[src/rtl/alu64bit_seq.sv]
`default_nettype none
// ============================================================================
//  Module   : alu64bit_seq
//  Purpose  : Sequencing stage in front of the 64-bit gate-level ALU. Accepts
//             one operation over valid/ready, registers it onto the ALU
//             inputs, holds them for SETTLE_CYCLES clocks, samples s/cout and
//             offers the result downstream over a second valid/ready.
//  Options  : ALU_SEQ_ZERO_FLAG_EN adds the registered out_zero flag.
//  Revision : 1.0 - initial release
// ============================================================================
module alu64bit_seq #(
    parameter int SETTLE_CYCLES = 4
) (
    input  logic        clk,
    input  logic        rst,
    input  logic        in_valid,
    output logic        in_ready,
    input  logic [63:0] in_a,
    input  logic [63:0] in_b,
    input  logic        in_cin,
    input  logic [1:0]  in_op,
    output logic [63:0] alu_a,
    output logic [63:0] alu_b,
    output logic        alu_cin,
    output logic [1:0]  alu_op,
    input  logic [63:0] alu_s,
    input  logic        alu_cout,
    output logic        out_valid,
    input  logic        out_ready,
    output logic [63:0] out_s,
    output logic        out_cout,
    output logic        busy
`ifdef ALU_SEQ_ZERO_FLAG_EN
    ,
    output logic        out_zero
`endif
);

    localparam int                C_CNT_W   = $clog2(SETTLE_CYCLES + 1);
    localparam logic [C_CNT_W-1:0] c_CNT_LOAD = C_CNT_W'(SETTLE_CYCLES);
    localparam logic [C_CNT_W-1:0] c_CNT_ONE  = C_CNT_W'(1);

    // A zero settle time would sample the ALU in the same edge its inputs load.
    generate
        if (SETTLE_CYCLES < 1) begin : g_bad_settle
            $error("alu64bit_seq: SETTLE_CYCLES must be at least 1");
        end
    endgenerate

    typedef enum logic [1:0] {
        S_IDLE   = 2'd0,
        S_SETTLE = 2'd1,
        S_DONE   = 2'd2
    } state_t;

    state_t             r_state;
    logic [C_CNT_W-1:0] r_cnt;
    logic               w_accept;

    // Ready only in IDLE and never while reset is asserted.
    assign in_ready = (r_state == S_IDLE) & ~rst;
    assign w_accept = in_valid & in_ready;

    // Control FSM with all ALU-side and result-side registers.
    always_ff @(posedge clk) begin
        if (rst) begin
            r_state   <= S_IDLE;
            r_cnt     <= '0;
            alu_a     <= '0;
            alu_b     <= '0;
            alu_cin   <= 1'b0;
            alu_op    <= 2'b00;
            out_valid <= 1'b0;
            out_s     <= '0;
            out_cout  <= 1'b0;
            busy      <= 1'b0;
`ifdef ALU_SEQ_ZERO_FLAG_EN
            out_zero  <= 1'b0;
`endif
        end else begin
            case (r_state)
                S_IDLE: begin
                    // ALU operands are only rewritten on accept so the ALU
                    // does not toggle between operations.
                    if (w_accept) begin
                        alu_a   <= in_a;
                        alu_b   <= in_b;
                        alu_cin <= in_cin;
                        alu_op  <= in_op;
                        r_cnt   <= c_CNT_LOAD;
                        busy    <= 1'b1;
                        r_state <= S_SETTLE;
                    end
                end
                S_SETTLE: begin
                    r_cnt <= r_cnt - c_CNT_ONE;
                    // Count of 1 marks the edge SETTLE_CYCLES after accept.
                    if (r_cnt == c_CNT_ONE) begin
                        out_s     <= alu_s;
                        out_cout  <= alu_cout;
`ifdef ALU_SEQ_ZERO_FLAG_EN
                        out_zero  <= (alu_s == 64'd0);
`endif
                        out_valid <= 1'b1;
                        r_state   <= S_DONE;
                    end
                end
                S_DONE: begin
                    if (out_ready) begin
                        out_valid <= 1'b0;
                        busy      <= 1'b0;
                        r_state   <= S_IDLE;
                    end
                end
                default: begin
                    out_valid <= 1'b0;
                    busy      <= 1'b0;
                    r_state   <= S_IDLE;
                end
            endcase
        end
    end

endmodule
`default_nettype wire

[config.mk]
export PLATFORM = sky130hd
export DESIGN_NAME = alu64bit_seq
export DESIGN_NICKNAME = d
export VERILOG_FILES = /design/src/rtl/alu64bit_seq.sv
export SDC_FILE = /design/constraint.sdc
export NUM_CORES = 1
export LEC_CHECK = 0
export BUFFER_PORTS_ARGS = -buffer_cell sky130_fd_sc_hd__buf_2
export CORE_AREA = 2 2 156 158
export CTS_CLUSTER_DIAMETER = 200
export CTS_CLUSTER_SIZE = 40
export DETAILED_ROUTE_END_ITERATION = 10
export DIE_AREA = 0 0 158 160
export RECOVER_POWER = 25
export SLEW_MARGIN = 20
export SYNTH_ARGS = -nofsm -noshare
export SYNTH_HDL_FRONTEND = slang
export SYNTH_SLANG_ARGS = --single-unit
[constraint.sdc]
create_clock -name clk -period 4.41 [get_ports clk]
set_clock_uncertainty 0.05 [all_clocks]
set_input_delay 0.2205 -clock clk [delete_from_list [all_inputs] [get_ports clk]]
set_output_delay 0.2205 -clock clk [all_outputs]
set_load 0.02 [all_outputs]
==> results of run 1 <==
## routing by layer
metal  vias to the layer above  share of wire, %
met5                         -                 0
met4                         0               3.6
met3                        54               7.7
met2                       285                49
met1                      3437                40
li1                       3922                 -
## logic make-up (layout without fill, tap and decap cells)
family / after synthesis / in the layout / synth area share (%)
and+or+nand+nor: 407 / 407 / 25.91
DFF: 203 / 203 / 55.14
adders and majority gates: 2 / 2 / 0.3395
AOI/OAI and AO/OA: 207 / 207 / 14.19
buffers and inverters: 70 / 616 / 4.414
## critical path: stages (launching register included)
cell	delay [ns]
dfxtp_1	0.48
nor4b_4	0.82
buf_12	0.47
o21ai_0	0.21
## report_power, final
| group | switching (W) | internal [W] |
|---|---|---|
| sequential | 0.0000568 | 0.00194 |
| clock | 0.000594 | 0.000385 |
| combinational | 0.000357 | 0.000308 |
## registers in the layout, indices dropped and copies added, names as in the netlist
signal,cells
alu_a,64
busy,1
alu_op,2
alu_b,64
out_s,64
alu_cin,1
out_valid,1
r_cnt,3
r_state,2
out_cout,1
## Yosys cell counts, types with 3 or more instances
cell type / count / area, sq um
clkbuf_1: 42 / 157.7
inv_1: 4 / 15.01
dfxtp_1: 203 / 4064
buf_2: 8 / 40.04
a21oi_1: 70 / 350.3
nor2_1: 7 / 26.28
nand2b_1: 131 / 819.5
clkbuf_2: 3 / 15.01
o21ai_0: 99 / 495.5
buf_4: 9 / 67.56
nand2_1: 261 / 979.7
o21ai_1: 35 / 175.2
## through the flow
step / utilization (%) / total power (W) / hold slack, ns / worst slack (ns)
floorplan: - / 0.002335 / 0.2791 / 2.877
detailed placement: 40.00 / 0.002568 / 0.3685 / 1.990
global placement: 40.00 / 0.002561 / 0.3610 / 2.053
global route: 48.84 / 0.003814 / 0.03414 / 1.874
CTS: 49.35 / 0.003702 / 0.009114 / 2.114
finish: 48.84 / 0.003640 / 0.03130 / 2.108
## worst max path at each step
stage                          start   endpoint  slack [ns]  cells after the start
after floorplan           r_state[1]  alu_b[10]        2.88                      7
after global placement           rst  alu_b[59]        2.05                      4
after detailed placement         rst  alu_b[53]        1.99                      4
after CTS                 r_state[0]  out_s[44]        2.11                      4
after global routing      r_state[0]  out_s[50]        1.87                      4
final                     r_state[0]  alu_b[50]        2.11                      3
## repair_timing
action / 4_1_cts / 5_1_grt
hold buffers: 197 / 0
setup buffers: 0 / 0
endpoints found under the hold margin: 197 / 0
## final cells by class
type                            instances  area (sq um)
Clock buffer                            9         225.2
Clock inverter                          1         30.03
Fill cell                            2292         12190
Inverter                                4         15.01
Multi-Input combinational cell        616          2985
Sequential cell                       203          4064
Tap cell                              324         405.4
Timing Repair Buffer                  602          3909
==> metrics, run 1 <==
worst hold path endpoint busy; Critical Path Sink Type flop; Post-Layout Cell Count 1759; WS Path Type reg2reg; initial core utilization 30.94%; Netlist cell types 24; Reg2Reg Depth 3; M2 GR Usage 31.76%; FF-to-FF Start r_state[0]; sum of routed wire length over all layers 23800 microns; vias in the first global route 7492; RSZ-0062 raised after global routing false; fin area 11630 sq um; die footprint 25280 sq um; Die Span Y 160 microns; first-pass GRT wire length 36500 microns; most frequent cells in the layout buf_2, nand2_1, dfxtp_1; post-synthesis area per instance 8.290 sq um; Setup crit start kind flop; Tcrit/Tclk final 52.19%; GPL Wtd Cong 0.7615; clk sinks 203; pin slew with the least headroom to its limit 1.035 ns; Area Growth Syn to Fin 57.86%; clock buffer depth 3; Tmin final 2.302 ns; mapped cell area 7370 sq um; met1 Use GR 19.66%; Port-buffer cells 398; worst-path fanout max 152; row count 57; Worst Path Required 4.71 ns; pwr dens 312.9 nW/um^2; fin. max-slew vios 0; yosys warns 0; GRT Total Usage 17.43%; LEAKAGE 4.815 nW; largest net degree at the start of global routing 153; sequential fraction of the synthesis area 55.14%; detailed-route via count 7698; GR Layer Usage met3 4.179%; Gate Count Post-Synth 889; clock-pin slew on the worst setup and hold paths 0.14 ns; Synth Flop Type dfxtp_1; total grt overflow 0; Max-cap violations 0; TritonCTS clock tree done; DRT Pass-1 Iters 5; critical path data arrival time 2.60 ns; Num CTS Buffers 9; Worst slew margin 31.01%; Final Hold Fails 0; share of cells above drive strength 1 22.37%; R2R Setup Slk 2.11 ns; Hold Crit Class in2reg; placed insts 1552; synthesized flop and latch total 203; H-Tree Level Count 1; antenna viol nets, final 0; f_max 0.4345 GHz; R2R Path End alu_b[50]; Final HPWL DP 14980 microns; drc violations 0; Die X 158 microns; Post-synth EDFFs 0; status completed; post-CTS sizing 0; commonest non-fill, non-tap cell in the layout buf_2; Routed wire per std cell 13.53 microns; nets@finish 1638; DR vias/cell 4.376; endpoints failing setup 0; post-synthesis net count 1091; Max rail drop VDD 0.0003355 V; Root Buffer clkbuf_16; Initial DRC Count 510; Clk Latency, worst-skew pair 0.48 ns; core area 23820 sq um; antenna cells 0; post-synthesis async set-or-reset flop share 0%; Hold Crit Depth 4; total negative setup slack 0 ns; Area after DPL 9529 sq um; hold_sp out_ready; Most Crowded Layer GR met2; # IOs 399; initial antenna violation count 0
No activity file was read; power rests on OpenSTA's default activity.
==> run 2, diff against run 1 <==
Settings changed: ABC_AREA set to 1.
Clock period 4.41 ns to 2.2 ns, I/O delays scaled along.
==> run 2 against run 1 <==
Against the previous run:
- flip-flop and latch count is the same
- power is 110% higher
- synthesized cell count is 2.4% higher
- largest power group unchanged
==> metrics, run 2 <==
vias in the first global route 8035; Post-synth top cells nand3_1, dfxtp_1, nand2_1, nor2_1, o21ai_0; DR WL met2 12910 microns; Gate Count Post-Synth 910; Die X 158 microns; Post-synth EDFFs 0; Worst path max stage delay 0.41 ns; FF-to-FF Start r_cnt[1]; Area Growth Syn to Fin 59.40%; DRT Pass-1 Iters 6; Critical Path Sink Type output pin; Clk Latency, worst-skew pair 0.48 ns; f_max 0.4962 GHz; post-synthesis async set-or-reset flop share 0%; pwr dens 644.3 nW/um^2; yosys warns 0; Final HPWL DP 16210 microns; Port-buffer cells 398; post-synth top area share 55.38%; detailed-route via count 8384; count leader, synth nand3_1; synthesized flop and latch total 203; Routed wire per std cell 14.92 microns; antenna cells 0; synth top area cells dfxtp_1, nand3_1, nand2_1; Tcrit/Tclk final 91.60%; status completed; clock buffer depth 3; RSZ-0062 raised after global routing false; clk sinks 203; Top Registers alu_a: 64 flops, alu_b: 64 flops, out_s: 64 flops; clock-pin slew on the worst setup and hold paths 0.14 ns; Overall Power 0.007536 W; # IOs 399; worst-path fanout max 100; fin. max-slew vios 0; row count 57; sequential fraction of the synthesis area 55.38%; Top Metal Used met5; Initial DRC Count 683; hold_sp in_a[6]; die footprint 25280 sq um; first-pass GRT wire length 40720 microns; Num CTS Buffers 9; H-Tree Level Count 1; # Post-CTS Setup Buffers 0; antenna viol nets, final 0; nets@finish 1655; DR vias/cell 4.721; critical path data arrival time 1.86 ns; worst hold path endpoint alu_a[6]; Max-cap violations 0; pin slew with the least headroom to its limit 0.5770 ns; Reg2Reg Depth 6; mapped cell area 7338 sq um; GRT Total Usage 19.49%; Tmin final 2.015 ns; Worst Path Required 2.04 ns; total negative setup slack 0 ns; WS Path Type reg2out; endpoints failing setup 0; sum of routed wire length over all layers 26500 microns; GPL Wtd Cong 0.7732; Die Span Y 160 microns; Hold Crit Class in2reg; CP cell instances nor3_4, buf_12, buf_2; most frequent cells in the layout buf_2, nand3_1, dfxtp_1; Synth Flop Type dfxtp_1; total grt overflow 0; number of hold buffers added after CTS 200; Hold Crit Depth 4; drc violations 0; Final Hold Fails 0; share of cells above drive strength 1 23.35%; Worst slew margin 61.53%; core area 23820 sq um; LEAKAGE 5.554 nW; WHS 0.3194 ns; Netlist cell types 22; post-synthesis net count 1112; post-synthesis area per instance 8.064 sq um; Yosys top cell by area dfxtp_1; commonest non-fill, non-tap cell in the layout buf_2; R2R Path End r_state[1]; CP max-delay cell dfxtp_1; met3 wire length 1889 microns; R2R Setup Slk 0.41 ns; Root Buffer clkbuf_16; Setup crit start kind flop; initial core utilization 30.81%; TritonCTS clock tree done; largest net degree at the start of global routing 101; met1 WL 10880 microns; Layout fillers 2307; initial antenna violation count 1; post-CTS sizing 0; Max rail drop VDD 0.0005813 V
run 2: final cells by class:
cell class / count / area (sq um) / area share (%)
Inverter: 9 / 38.79 / 0.3316
Clock inverter: 1 / 30.03 / 0.2567
Tap cell: 324 / 405.4 / 3.466
Sequential cell: 203 / 4064 / 34.74
Clock buffer: 9 / 225.2 / 1.925
Multi-Input combinational cell: 618 / 2833 / 24.22
Timing Repair Buffer: 612 / 4101 / 35.06
run 2: where the power goes:
group          switching [W]  internal, W
combinational       0.000881     0.000657
clock                0.00120     0.000772
sequential          0.000122      0.00391
total                0.00220      0.00534
run 2: layer usage:
layer | vias up | GRT usage, %
met3 | 58 | 4.098
li1 | 4082 | -
met5 | - | 0
met1 | 3880 | 23.57
met2 | 362 | 34.29
met4 | 2 | 6.265
run 2: worst max-delay path by stage:
| stage | startpoint | end | slack, ns | depth (start not counted) |
|---|---|---|---|---|
| after floorplan | r_state[1] | alu_a[14] | 0.88 | 4 |
| after global placement | r_state[0] | out_s[0] | 0.63 | 7 |
| after detailed placement | r_state[0] | out_s[51] | 0.60 | 7 |
| after CTS | r_state[1] | in_ready | 0.16 | 3 |
| after global routing | r_state[1] | in_ready | 0.07 | 3 |
| final | r_state[1] | in_ready | 0.18 | 3 |
run 2: kinds of logic (layout without fill, tap and decap cells):
logic type	Yosys count	count (layout)	synth area share [%]
compound gates	71	71	4.842
fa+ha+maj	2	2	0.3410
buf+inv	89	631	6.189
flops	203	203	55.38
simple gates	545	545	33.25
run 2: stage by stage:
stage,util [%],cells,worst slack (ns),area [sq um]
4_1_cts,49.63,1776,0.1621,11820
6_report,49.11,1776,0.1848,11700
3_3_place_gp,40.16,1566,0.6330,9565
5_1_grt,49.11,1776,0.06902,11700
2_1_floorplan,-,910,0.8815,7338
3_5_place_dp,40.16,1566,0.5964,9565
run 2: worst max-delay path: cells and delay by family, from the launching register on:
family        cells  cell delay [ns]
buf+inv           2             0.61
flops             1             0.41
simple gates      1             0.27
